[src/rtl/falc_dma_pkg.sv]
// rtl/falc_dma_pkg.sv - shared FSM codes, command/status bit positions and direction constants
package falc_dma_pkg;

    localparam logic [3:0] S_IDLE  = 4'd0;
    localparam logic [3:0] S_REQ   = 4'd1;
    localparam logic [3:0] S_ACQ   = 4'd2;
    localparam logic [3:0] S_RAMRD = 4'd3;
    localparam logic [3:0] S_BYTE  = 4'd4;
    localparam logic [3:0] S_RAMWR = 4'd5;
    localparam logic [3:0] S_REL   = 4'd6;
    localparam logic [3:0] S_REL2  = 4'd7;
    localparam logic [3:0] S_DONE  = 4'd8;

    localparam int CMD_START    = 0;
    localparam int CMD_ABORT    = 1;
    localparam int CMD_INT_CLR  = 2;
    localparam int CMD_ADDR_INC = 3;

    localparam int ST_BUSY   = 4;
    localparam int ST_DONE   = 5;
    localparam int ST_ABORT  = 6;
    localparam int ST_GNT_TO = 7;

    localparam logic DIR_F2H = 1'b0;
    localparam logic DIR_H2F = 1'b1;

endpackage

[src/rtl/falc_mux_bus_cycle.sv]
// rtl/falc_mux_bus_cycle.sv - one ALE/STB/HOLD byte cycle on the multiplexed framer bus
module falc_mux_bus_cycle #(
    parameter int ALE_CYC  = 2,
    parameter int STB_CYC  = 4,
    parameter int HOLD_CYC = 1
) (
    input  logic       clk,
    input  logic       rst,
    input  logic       start,
    input  logic       wr,
    input  logic [7:0] addr,
    input  logic [7:0] wdata,
    input  logic [7:0] badd_i,
    output logic       done,
    output logic [7:0] rdata,
    output logic       ale,
    output logic       rd_n,
    output logic       wr_n,
    output logic       cs_act,
    output logic       badd_oe,
    output logic [7:0] badd_o
);

    localparam logic [1:0] PH_IDLE = 2'd0;
    localparam logic [1:0] PH_ALE  = 2'd1;
    localparam logic [1:0] PH_STB  = 2'd2;
    localparam logic [1:0] PH_HOLD = 2'd3;

    logic [1:0] ph;
    logic [7:0] cnt;
    logic       ph_end;

    always_comb begin
        ph_end = 1'b0;
        case (ph)
            PH_ALE:  ph_end = (cnt == 8'(ALE_CYC - 1));
            PH_STB:  ph_end = (cnt == 8'(STB_CYC - 1));
            PH_HOLD: ph_end = (cnt == 8'(HOLD_CYC - 1));
            default: ph_end = 1'b0;
        endcase
    end

    assign done = (ph == PH_HOLD) && ph_end;

    // A start in the last HOLD cycle chains straight into the next ALE
    always_ff @(posedge clk or posedge rst) begin
        if (rst) begin
            ph    <= PH_IDLE;
            cnt   <= 8'd0;
            rdata <= 8'd0;
        end else if (start) begin
            ph  <= PH_ALE;
            cnt <= 8'd0;
        end else if (ph != PH_IDLE) begin
            if (ph_end) begin
                cnt <= 8'd0;
                ph  <= (ph == PH_HOLD) ? PH_IDLE : ph + 2'd1;
                if (ph == PH_STB && !wr)
                    rdata <= badd_i;
            end else begin
                cnt <= cnt + 8'd1;
            end
        end
    end

    assign ale     = (ph == PH_ALE);
    assign rd_n    = !(ph == PH_STB && !wr);
    assign wr_n    = !(ph == PH_STB && wr);
    assign cs_act  = (ph != PH_IDLE);
    assign badd_oe = (ph == PH_ALE) || (ph == PH_STB && wr);
    assign badd_o  = (ph == PH_ALE) ? addr : ((ph == PH_STB && wr) ? wdata : 8'd0);

endmodule

[src/rtl/falc_mux_dma_engine.sv]
// rtl/falc_mux_dma_engine.sv - multi-channel framer<->HPRAM DMA master on the muxed 8-bit bus
// Optional grant timeout: FALC_DMA_GNT_TIMEOUT_EN
module falc_mux_dma_engine #(
    parameter int CS_NUM   = 2,
    parameter int CS_W     = (CS_NUM > 1) ? $clog2(CS_NUM) : 1,
    parameter int ADDR_W   = 13,
    parameter int RAM_AW   = 12,
    parameter int LEN_W    = 10,
    parameter int ALE_CYC  = 2,
    parameter int STB_CYC  = 4,
    parameter int HOLD_CYC = 1,
    parameter int GNT_TO   = 255
) (
    input  logic              CLK_I,
    input  logic              RST_I,
    input  logic [7:0]        F56_BADD_I,
    output logic [7:0]        F56_BADD_O,
    output logic              F56_BADD_OE_O,
    output logic              F56_ALE_O,
    output logic              F56_RDn_O,
    output logic              F56_WRn_O,
    output logic [CS_NUM-1:0] F56_CSn_O,
    input  logic [31:0]       HPRAM_DATA_I,
    output logic [31:0]       HPRAM_DATA_O,
    output logic [RAM_AW-1:0] HPRAM_ADD_O,
    output logic              HPRAM_WEN_O,
    output logic              HPRAM_REN_O,
    output logic              DMA_BUS_REQ_O,
    input  logic              DMA_BUS_GNT_I,
    output logic              DMA_OUTPUT_EN_O,
    input  logic [ADDR_W-1:0] DMA_SRC_ADD_I,
    input  logic [ADDR_W-1:0] DMA_DST_ADD_I,
    input  logic [LEN_W-1:0]  DMA_LEN_I,
    input  logic [CS_W-1:0]   DMA_CS_SEL_I,
    input  logic              DMA_DATA_DIR_I,
    input  logic [7:0]        DMA_CMD_I,
    output logic [7:0]        DMA_STATE_O,
    output logic              DMA_INT_REQ_O
);
    import falc_dma_pkg::*;

    logic [3:0]        state, state_d;
    logic [2:0]        cmd_q;
    logic              start_q, abort_q, clr_q, accept;
    logic              dir, inc, abort_pend, last;
    logic [CS_W-1:0]   sel;
    logic [LEN_W-1:0]  rem;
    logic [7:0]        fadr, byte_out, bus_rdata;
    logic [RAM_AW-1:0] radr;
    logic [1:0]        lane;
    logic [31:0]       word;
    logic              rd_lat, st_done, st_abort, st_to, int_q, to_hit, abort_ev;
    logic              bus_start, bus_done, cs_act;
    logic              unused_inputs;

    assign unused_inputs = ^{DMA_SRC_ADD_I, DMA_DST_ADD_I, DMA_CMD_I[7:4]};

    assign accept   = (state == S_IDLE) && start_q && !abort_q;
    assign last     = (rem == LEN_W'(1));
    assign abort_ev = (state == S_REL2) && (rem != '0) && abort_pend;
    assign byte_out = word[{lane, 3'b000} +: 8];

    // Byte boundaries are the only points where grant loss or abort are honoured
    always_comb begin
        state_d = state;
        case (state)
            S_IDLE:  if (accept) state_d = (DMA_LEN_I == '0) ? S_DONE : S_REQ;
            S_REQ:   if (abort_pend) state_d = S_REL;
                     else if (DMA_BUS_GNT_I) state_d = S_ACQ;
                     else if (to_hit) state_d = S_IDLE;
            S_ACQ:   state_d = (dir == DIR_H2F && lane == 2'd0) ? S_RAMRD : S_BYTE;
            S_RAMRD: state_d = S_BYTE;
            S_BYTE:  if (bus_done) begin
                         if (dir == DIR_F2H && (lane == 2'd3 || last)) state_d = S_RAMWR;
                         else if (last || abort_pend || !DMA_BUS_GNT_I) state_d = S_REL;
                         else if (dir == DIR_H2F && lane == 2'd3) state_d = S_RAMRD;
                     end
            S_RAMWR: state_d = (rem == '0 || abort_pend || !DMA_BUS_GNT_I) ? S_REL : S_BYTE;
            S_REL:   state_d = S_REL2;
            S_REL2:  state_d = (rem == '0) ? S_DONE : (abort_pend ? S_IDLE : S_REQ);
            S_DONE:  state_d = S_IDLE;
            default: state_d = S_IDLE;
        endcase
    end

    assign bus_start = (state_d == S_BYTE) && (state != S_BYTE || bus_done);

    always_ff @(posedge CLK_I or posedge RST_I) begin
        if (RST_I) begin
            state <= S_IDLE;
            cmd_q <= 3'd0; start_q <= 1'b0; abort_q <= 1'b0; clr_q <= 1'b0;
            dir <= 1'b0; inc <= 1'b0; sel <= '0; rem <= '0;
            fadr <= 8'd0; radr <= '0; lane <= 2'd0; word <= 32'd0;
            rd_lat <= 1'b0; abort_pend <= 1'b0;
            st_done <= 1'b0; st_abort <= 1'b0; int_q <= 1'b0;
        end else begin
            state   <= state_d;
            cmd_q   <= DMA_CMD_I[2:0];
            start_q <= DMA_CMD_I[CMD_START]   & ~cmd_q[CMD_START];
            abort_q <= DMA_CMD_I[CMD_ABORT]   & ~cmd_q[CMD_ABORT];
            clr_q   <= DMA_CMD_I[CMD_INT_CLR] & ~cmd_q[CMD_INT_CLR];
            rd_lat  <= (state == S_RAMRD);
            if (rd_lat)
                word <= HPRAM_DATA_I;
            if (abort_q && state != S_IDLE)
                abort_pend <= 1'b1;
            if (accept) begin
                dir  <= DMA_DATA_DIR_I;
                inc  <= DMA_CMD_I[CMD_ADDR_INC];
                sel  <= DMA_CS_SEL_I;
                rem  <= DMA_LEN_I;
                fadr <= DMA_DATA_DIR_I ? DMA_DST_ADD_I[7:0] : DMA_SRC_ADD_I[7:0];
                radr <= DMA_DATA_DIR_I ? DMA_SRC_ADD_I[RAM_AW-1:0] : DMA_DST_ADD_I[RAM_AW-1:0];
                lane <= 2'd0;
                word <= 32'd0;
                abort_pend <= 1'b0;
                st_done    <= 1'b0;
                st_abort   <= 1'b0;
            end
            if (state == S_BYTE && bus_done) begin
                rem  <= rem - LEN_W'(1);
                lane <= lane + 2'd1;
                if (inc)
                    fadr <= fadr + 8'd1;
                if (dir == DIR_F2H)
                    word[{lane, 3'b000} +: 8] <= bus_rdata;
            end
            if (state == S_RAMRD)
                radr <= radr + RAM_AW'(1);
            if (state == S_RAMWR) begin
                radr <= radr + RAM_AW'(1);
                word <= 32'd0;
            end
            if (state == S_DONE)
                st_done <= 1'b1;
            if (abort_ev)
                st_abort <= 1'b1;
            if (state == S_DONE || abort_ev || to_hit)
                int_q <= 1'b1;
            else if (clr_q)
                int_q <= 1'b0;
        end
    end

`ifdef FALC_DMA_GNT_TIMEOUT_EN
    logic [15:0] to_cnt;

    assign to_hit = (state == S_REQ) && !abort_pend && !DMA_BUS_GNT_I && (to_cnt == 16'(GNT_TO - 1));

    always_ff @(posedge CLK_I or posedge RST_I) begin
        if (RST_I) begin
            to_cnt <= 16'd0;
            st_to  <= 1'b0;
        end else begin
            to_cnt <= (state == S_REQ) ? to_cnt + 16'd1 : 16'd0;
            if (accept)
                st_to <= 1'b0;
            else if (to_hit)
                st_to <= 1'b1;
        end
    end
`else
    localparam int unused_gnt_to = GNT_TO;
    assign to_hit = 1'b0;
    assign st_to  = 1'b0;
`endif

    falc_mux_bus_cycle #(
        .ALE_CYC (ALE_CYC),
        .STB_CYC (STB_CYC),
        .HOLD_CYC(HOLD_CYC)
    ) u_bus (
        .clk    (CLK_I),
        .rst    (RST_I),
        .start  (bus_start),
        .wr     (dir),
        .addr   (fadr),
        .wdata  (byte_out),
        .badd_i (F56_BADD_I),
        .done   (bus_done),
        .rdata  (bus_rdata),
        .ale    (F56_ALE_O),
        .rd_n   (F56_RDn_O),
        .wr_n   (F56_WRn_O),
        .cs_act (cs_act),
        .badd_oe(F56_BADD_OE_O),
        .badd_o (F56_BADD_O)
    );

    always_comb begin
        F56_CSn_O = '1;
        for (int i = 0; i < CS_NUM; i++)
            if (cs_act && sel == CS_W'(i))
                F56_CSn_O[i] = 1'b0;
    end

    assign HPRAM_REN_O     = (state == S_RAMRD);
    assign HPRAM_WEN_O     = (state == S_RAMWR);
    assign HPRAM_ADD_O     = (HPRAM_REN_O || HPRAM_WEN_O) ? radr : '0;
    assign HPRAM_DATA_O    = HPRAM_WEN_O ? word : 32'd0;
    assign DMA_OUTPUT_EN_O = state inside {S_ACQ, S_RAMRD, S_BYTE, S_RAMWR};
    assign DMA_BUS_REQ_O   = state inside {S_REQ, S_ACQ, S_RAMRD, S_BYTE, S_RAMWR, S_REL};
    assign DMA_STATE_O     = {st_to, st_abort, st_done, state != S_IDLE, state};
    assign DMA_INT_REQ_O   = int_q;

endmodule

[config.mk]
export PLATFORM = sky130hd
export DESIGN_NAME = falc_mux_dma_engine
export DESIGN_NICKNAME = d
export VERILOG_FILES = /design/src/rtl/falc_dma_pkg.sv /design/src/rtl/falc_mux_bus_cycle.sv /design/src/rtl/falc_mux_dma_engine.sv
export SDC_FILE = /design/constraint.sdc
export NUM_CORES = 1
export LEC_CHECK = 0
export CELL_PAD_IN_SITES_DETAIL_PLACEMENT = 1
export CELL_PAD_IN_SITES_GLOBAL_PLACEMENT = 1
export CORE_AREA = 2 2 115 117
export CTS_BUF_LIST = sky130_fd_sc_hd__clkbuf_8
export CTS_CLUSTER_DIAMETER = 120
export DETAILED_ROUTE_END_ITERATION = 12
export DIE_AREA = 0 0 117 119
export DONT_BUFFER_PORTS = 1
export MAX_ROUTING_LAYER = met4
export PLACE_DENSITY = 0.84
export SETUP_SLACK_MARGIN = 0.4
export SLEW_MARGIN = 20
export SYNTH_ARGS = -nofsm -noshare
export SYNTH_HDL_FRONTEND = slang
export SYNTH_HIERARCHICAL = 1
export SYNTH_SLANG_ARGS = --single-unit
[constraint.sdc]
create_clock -name CLK_I -period 4.2 [get_ports CLK_I]
set_input_delay 0.84 -clock CLK_I [delete_from_list [all_inputs] [get_ports CLK_I]]
set_output_delay 0.84 -clock CLK_I [all_outputs]
set_load 0.03 [all_outputs]
* After elaboration in Yosys (flattened, before gate mapping)
Cells that the tools add are included.
** Word-level totals
- Input port bits :: 89
- Output and inout bits :: 71
- Register bits :: 100
** Operators by class
- Shift operators :: 3
- Reduce and logical (&&, ||, !) cells :: 49
- Eq/ne operators :: 17
- Bitwise gates (word level) :: 9
- $add $sub $neg :: 7
- Muxes and demuxes :: 52
** Operator list (count)
- 32-bit two-way mux :: 6
- 8-bit two-way mux :: 9
- 12-bit two-way mux :: 5
- 4-bit two-way mux :: 9
- 32-bit bitwise mux :: 1
- 4-bit one-hot mux with 8 select lines :: 1
- 8-bit by 7-bit variable shift with 32-bit output (first input constant) :: 1
- 32-bit by 6-bit indexed part select with 8-bit output :: 1
- 8-bit by 7-bit indexed part select with 32-bit output :: 1
- 4-bit by 3-bit equality test with 1-bit output (second input constant) :: 5
- 10-bit zero test :: 2
- 10-bit two-way mux :: 2
- 8-bit by 1-bit adder with 8-bit output (second input constant) :: 2
- 2-bit nonzero test :: 8
- 1-bit logical AND :: 15
- 2-bit two-way mux :: 7
- 12-bit by 1-bit adder with 12-bit output (second input constant) :: 1
- 10-bit by 1-bit equality test with 1-bit output (second input constant) :: 1
- 1-bit two-way mux :: 10
- 10-bit nonzero test :: 1
- 10-bit by 1-bit subtractor with 10-bit output (second input constant) :: 1
- 1-bit logical OR :: 9
- 4-bit by 2-bit equality test with 1-bit output (second input constant) :: 2
- 8-bit by 1-bit equality test with 1-bit output (second input constant) :: 1
- 21 further kinds :: 36

* Depth between registers and ports, before layout
- Word-level depth :: 11
- Mapped depth :: 16

* Cells and area by module
The synthesis kept the hierarchy.
** Modules (own cells, without submodules)
- falc_mux_dma_engine :: cells each 523, area each 5122.4 um^2, instances 1, seq. area each 2052.0 um^2
- falc_mux_bus_cycle :: cells each 110, area each 1052.3 um^2, instances 1, seq. area each 450.4 um^2

* Worst setup path before layout
OpenSTA, ideal clock, no wires.
- Kind :: flip-flop to flip-flop
- From :: register u_bus.ph[0]
- To :: register u_bus.cnt[4]
- Slack :: 676 ps
- Arrival :: 3438 ps
- Clock period less this slack :: 3524 ps
- Required time :: 4114 ps
- Library setup time :: 86 ps
- Stages on the path, launching flop included :: 16
- Cells stage by stage :: dfrtp_1 inv_1 ha_1 xnor2_1 a32oi_2 nor2_1 and2_1 clkbuf_1 nand2_1 a21oi_1 a221o_1 nor4b_1 nand2b_1 nand4_1 xor2_1 nor3_1
** Between the ends
- Longest elaborated chain between the ends :: 8
- Elaborated cells on any way between the ends :: 15
- Classes of those cells :: 4 x eq/ne; 6 x mux; 5 x reduce/logical
** Ends and longest elaborated chain
- from (decl) :: line falc_mux_bus_cycle.sv:29 : logic [1:0] ph;
- from (signal assigned) :: line falc_mux_bus_cycle.sv:57 : ph <= (ph == PH_HOLD) ? PH_IDLE : ph + 2'd1;
- 2-bit equality test, or another cell as far along :: line falc_mux_bus_cycle.sv:35, falc_mux_bus_cycle.sv:43
- 1-bit one-hot mux with 3 select lines :: line falc_mux_bus_cycle.sv:35 : case (ph)
- 1-bit logical AND * :: line falc_mux_bus_cycle.sv:43 : assign done = (ph == PH_HOLD) && ph_end;
- net bus_done :: line falc_mux_dma_engine.sv:53 : logic bus_start, bus_done, cs_act;
- 4-bit two-way mux * :: line falc_mux_dma_engine.sv:73 : S_BYTE: if (bus_done) begin
- 4-bit one-hot mux with 8 select lines * :: line falc_mux_dma_engine.sv:66 : case (state)
- net state_d[1] :: line falc_mux_dma_engine.sv:42 : logic [3:0] state, state_d;
- 4-bit by 3-bit equality test with 1-bit output * :: line falc_mux_dma_engine.sv:86 : assign bus_start = (state_d == S_BYTE) && (state != S_BYTE || bus_done);
- 1-bit logical AND * :: line falc_mux_dma_engine.sv:86
- net bus_start :: line falc_mux_dma_engine.sv:53
- 8-bit two-way mux / 2-bit nonzero test (equally long branches)
- to (signal assigned) :: line falc_mux_bus_cycle.sv:61 : cnt <= cnt + 8'd1;
- to (decl) :: line falc_mux_bus_cycle.sv:30 : logic [7:0] cnt;
The timed path passes the listed nets; every way through them passes the cells marked *. The select of a mux whose other input is x is not followed.
A chain may end at the register's enable or synchronous reset.

* Worst setup path after layout
- From :: register u_bus.ph[0]
- To :: register u_bus.rdata[2]
** Between the ends
- Longest elaborated chain between the ends :: 9
- Elaborated cells on any way between the ends :: 14
- Classes of those cells :: 4 x eq/ne; 3 x mux; 1 x bitwise; 6 x reduce/logical
** Ends and longest elaborated chain
- 2-bit equality test, or another cell as far along :: line falc_mux_bus_cycle.sv:35, falc_mux_bus_cycle.sv:43
- 1-bit one-hot mux with 3 select lines :: line falc_mux_bus_cycle.sv:35
- 1-bit logical AND * :: line falc_mux_bus_cycle.sv:43
- net bus_done :: line falc_mux_dma_engine.sv:53
- 4-bit two-way mux * :: line falc_mux_dma_engine.sv:73
- 4-bit one-hot mux with 8 select lines * :: line falc_mux_dma_engine.sv:66
- net state_d[0] :: line falc_mux_dma_engine.sv:42
- 4-bit by 3-bit equality test with 1-bit output * :: line falc_mux_dma_engine.sv:86
- 1-bit logical AND * :: line falc_mux_dma_engine.sv:86
- net bus_start :: line falc_mux_dma_engine.sv:53
- 1-bit NOT (no line) *
- 4-bit AND reduction (no line) *
- to (signal assigned) :: line falc_mux_bus_cycle.sv:59 : rdata <= badd_i;
- to (decl) :: line falc_mux_bus_cycle.sv:15 : output logic [7:0] rdata,
The timed path passes the listed nets; every way through them passes the cells marked *.

==> run metrics <==
row cnt=42; Worst-Skew Late Latency=380 ps; CP cell instances=inv_1 > ha_1 > nor4_1 > nand2_1 > nor2_4 > and2_2 > and2_1 > o221ai_1 > o2111ai_1 > nor4b_4 > buf_4 > nor4_4 > buf_4 > mux2_2; Reg2Reg Setup Slack=660 ps; number of synthesized flops with an enable pin=0; Crit Path Max Fanout=8; pwr dens=717 nW/um^2; Worst setup startpoint=u_bus/ph[0]; GRT overflow=0; antenna violations before repair=0; max cap viols=0; cell count after synthesis=633; WP data arrival=3820 ps; total negative slack=0 ps; slew margin rel.=32.1%; FF+latch count, synth=100; detailed-route via count=5038; ant diodes=0; Netlist cell types=59; synthesized area=6170 sq um; vias in the first global route=5138; Avg Cell Area, Syn=9.75 sq um; YS warnings=6; largest net degree at the start of global routing=66; R2R depth=14; HPWL after DPL=12.8 mm; placer congestion estimate=0.863; setup violators final=0; post-route ant nets=0; DR pass1 iterations=5; RSZ-0062 raised after global routing=no; Initial DRC Count=300; clock sinks=100; Max Clk Rate=282 MHz; final clock skew=8.01 ps; status=completed; top cells by count, synth=dfrtp_1, nor2_1, nand2_1; Async SR Flop Fraction=100%; first-pass GRT wire length=27.7 mm; Peak supply drop=0.354 mV; Placeable Area=12900 sq um; Tot GR Track Use=26.4%; H-tree depth=3; TritonCTS clock tree=done; Clock transition at path regs=100 ps; worst min path class=reg2reg; max-slew violations=0; syn nets=737; worst hold margin=410 ps; leak pwr=2.80 nW; Post-synth top flop=dfrtp_1; Die Span X=117 um; Worst setup SP type=flip-flop; DR WL/cell=21.5 um; Die H=119 um; CP dominant cell by count=buf_4; slowest cell on the critical path=dfrtp_1; Tcrit/Tclk final=84.4%; worst setup path endpoint=u_bus/rdata[2]; Worst Setup Path Type=reg2reg; Via density=6.24; Worst Max-Slew Pin Slew=1010 ps; IO Pins=160; synth top area cells=dfrtp_1, mux2_2, and2_1, a22oi_1, nor2_1; leading area contributor after synthesis=dfrtp_1; Hold Fails Final Rpt=0; die area=13900 sq um; Yosys top cell area share=40.5%; count of input and output buffers=0; final wirelength=17.4 mm; Area Growth Syn to Fin=6.75%; Seq/Total Area, Yosys=40.5%; count leader, synth=dfrtp_1; crit-path max cell delay=420 ps; reg2reg start=u_bus/ph[0]; Root Buffer=clkbuf_8; initial core utilization=48.0%; CTS Buf Count=9; Crit Reg-Reg Endpoint=u_bus/rdata[2]; clock tree buffer depth=2; drt drc=0; Layout Nets=731; layout cells sized above 1=17.0%; kind of end point of the critical path=flip-flop; Worst EP required=4480 ps; min Tclk post-route=3540 ps
## metrics by stage
step / power, mW / setup WS, ps / util, % / std cells / cell area [sq um]
5_1_grt: 5.07 / 387 / 51.2 / 807 / 6590
6_report: 4.73 / 657 / 51.2 / 807 / 6590
4_1_cts: 4.70 / 425 / 51.0 / 803 / 6560
3_5_place_dp: 4.03 / 27.9 / 49.4 / 788 / 6350
2_1_floorplan: 3.46 / 676 / - / 633 / 6170
3_3_place_gp: 3.90 / 249 / 49.4 / 788 / 6350
## flip-flops by register name, indices dropped and copies added, names as in the netlist, 2 cells and up
register,count
u_bus/rdata,8
rem,10
fadr,8
lane,2
u_bus/ph,2
radr,12
word,32
state,4
cmd_q,3
u_bus/cnt,8
## per-layer routing
layer	global-route usage [%]	share of wire, %
met1	34.9	43
met2	40.9	49
met3	4.89	5.7
met4	9.71	2.4
met5	-	0
## layout make-up
cell class                      count  area (sq um)
Fill cell                        1462          6280
Multi-Input combinational cell    474          3450
Sequential cell                   100          2500
Tap cell                          176           220
Timing Repair Buffer               20           150
Clock buffer                        9           124
Inverter                           22          83.8
Clock inverter                      6          65.1
## kinds of logic (layout without fill, tap and decap cells)
kind of cell             count (synthesis)  after routing  share of synthesized area (%)
adder cells (fa/ha/maj)                 15             15                           3.04
other                                    1              1                         0.0607
AND/OR/NAND/NOR                        248            248                           22.7
flip-flops                             100            100                           40.5
buffers and inverters                   59             57                           4.07
AO/OA/AOI/OAI                          139            139                           15.8
multiplexers                            62             62                           12.5
XOR/XNOR                                 9              9                           1.28
## critical path: cells and delay by family (launching register included)
| kind | cells | cell delay, ps |
|---|---|---|
| and+or+nand+nor | 7 | 1560 |
| buffers and inverters | 3 | 480 |
| DFF | 1 | 420 |
| AOI/OAI and AO/OA | 2 | 360 |
| muxes | 1 | 340 |
| adders and majority gates | 1 | 270 |
## repair_timing
item,in CTS,in global routing
hold endpoints to repair,0,0
setup endpoints to repair,15,14
pin swaps,2,4
resized for setup,3,2
hold buffers,0,0
buffers inserted,0,4
## power breakdown
group / total [mW] / internal (mW) / leakage [nW] / switching, mW
Clock: 0.630 / 0.273 / 0.0955 / 0.356
Combinational: 2.20 / 0.881 / 1.45 / 1.32
Sequential: 1.89 / 1.37 / 1.25 / 0.522
## cells in the final DEF, fill, tap and decap left out, types with 13 or more instances in the layout
cell type / synthesis / final
o21ai_0: 18 / 18
nor3_1: 14 / 14
nand3_1: 13 / 13
nor2_1: 55 / 54
mux2i_1: 14 / 14
nand2_1: 50 / 50
inv_1: 22 / 21
dfrtp_1: 100 / 100
a211oi_1: 16 / 16
a21oi_1: 24 / 24
buf_4: 6 / 20
mux2_2: 40 / 40
a22oi_1: 33 / 33
ha_1: 15 / 15
and2_1: 48 / 49
## how the worst min path moves through the flow
stage,from,endpoint,cells after the start
3_5_place_dp,cmd_q[1],abort_q,1
4_1_cts,cmd_q[1],abort_q,1
6_report,cmd_q[1],abort_q,1
3_3_place_gp,cmd_q[2],clr_q,1
2_1_floorplan,cmd_q[1],abort_q,1
5_1_grt,cmd_q[1],abort_q,1
No activity file was read; power rests on OpenSTA's default activity.
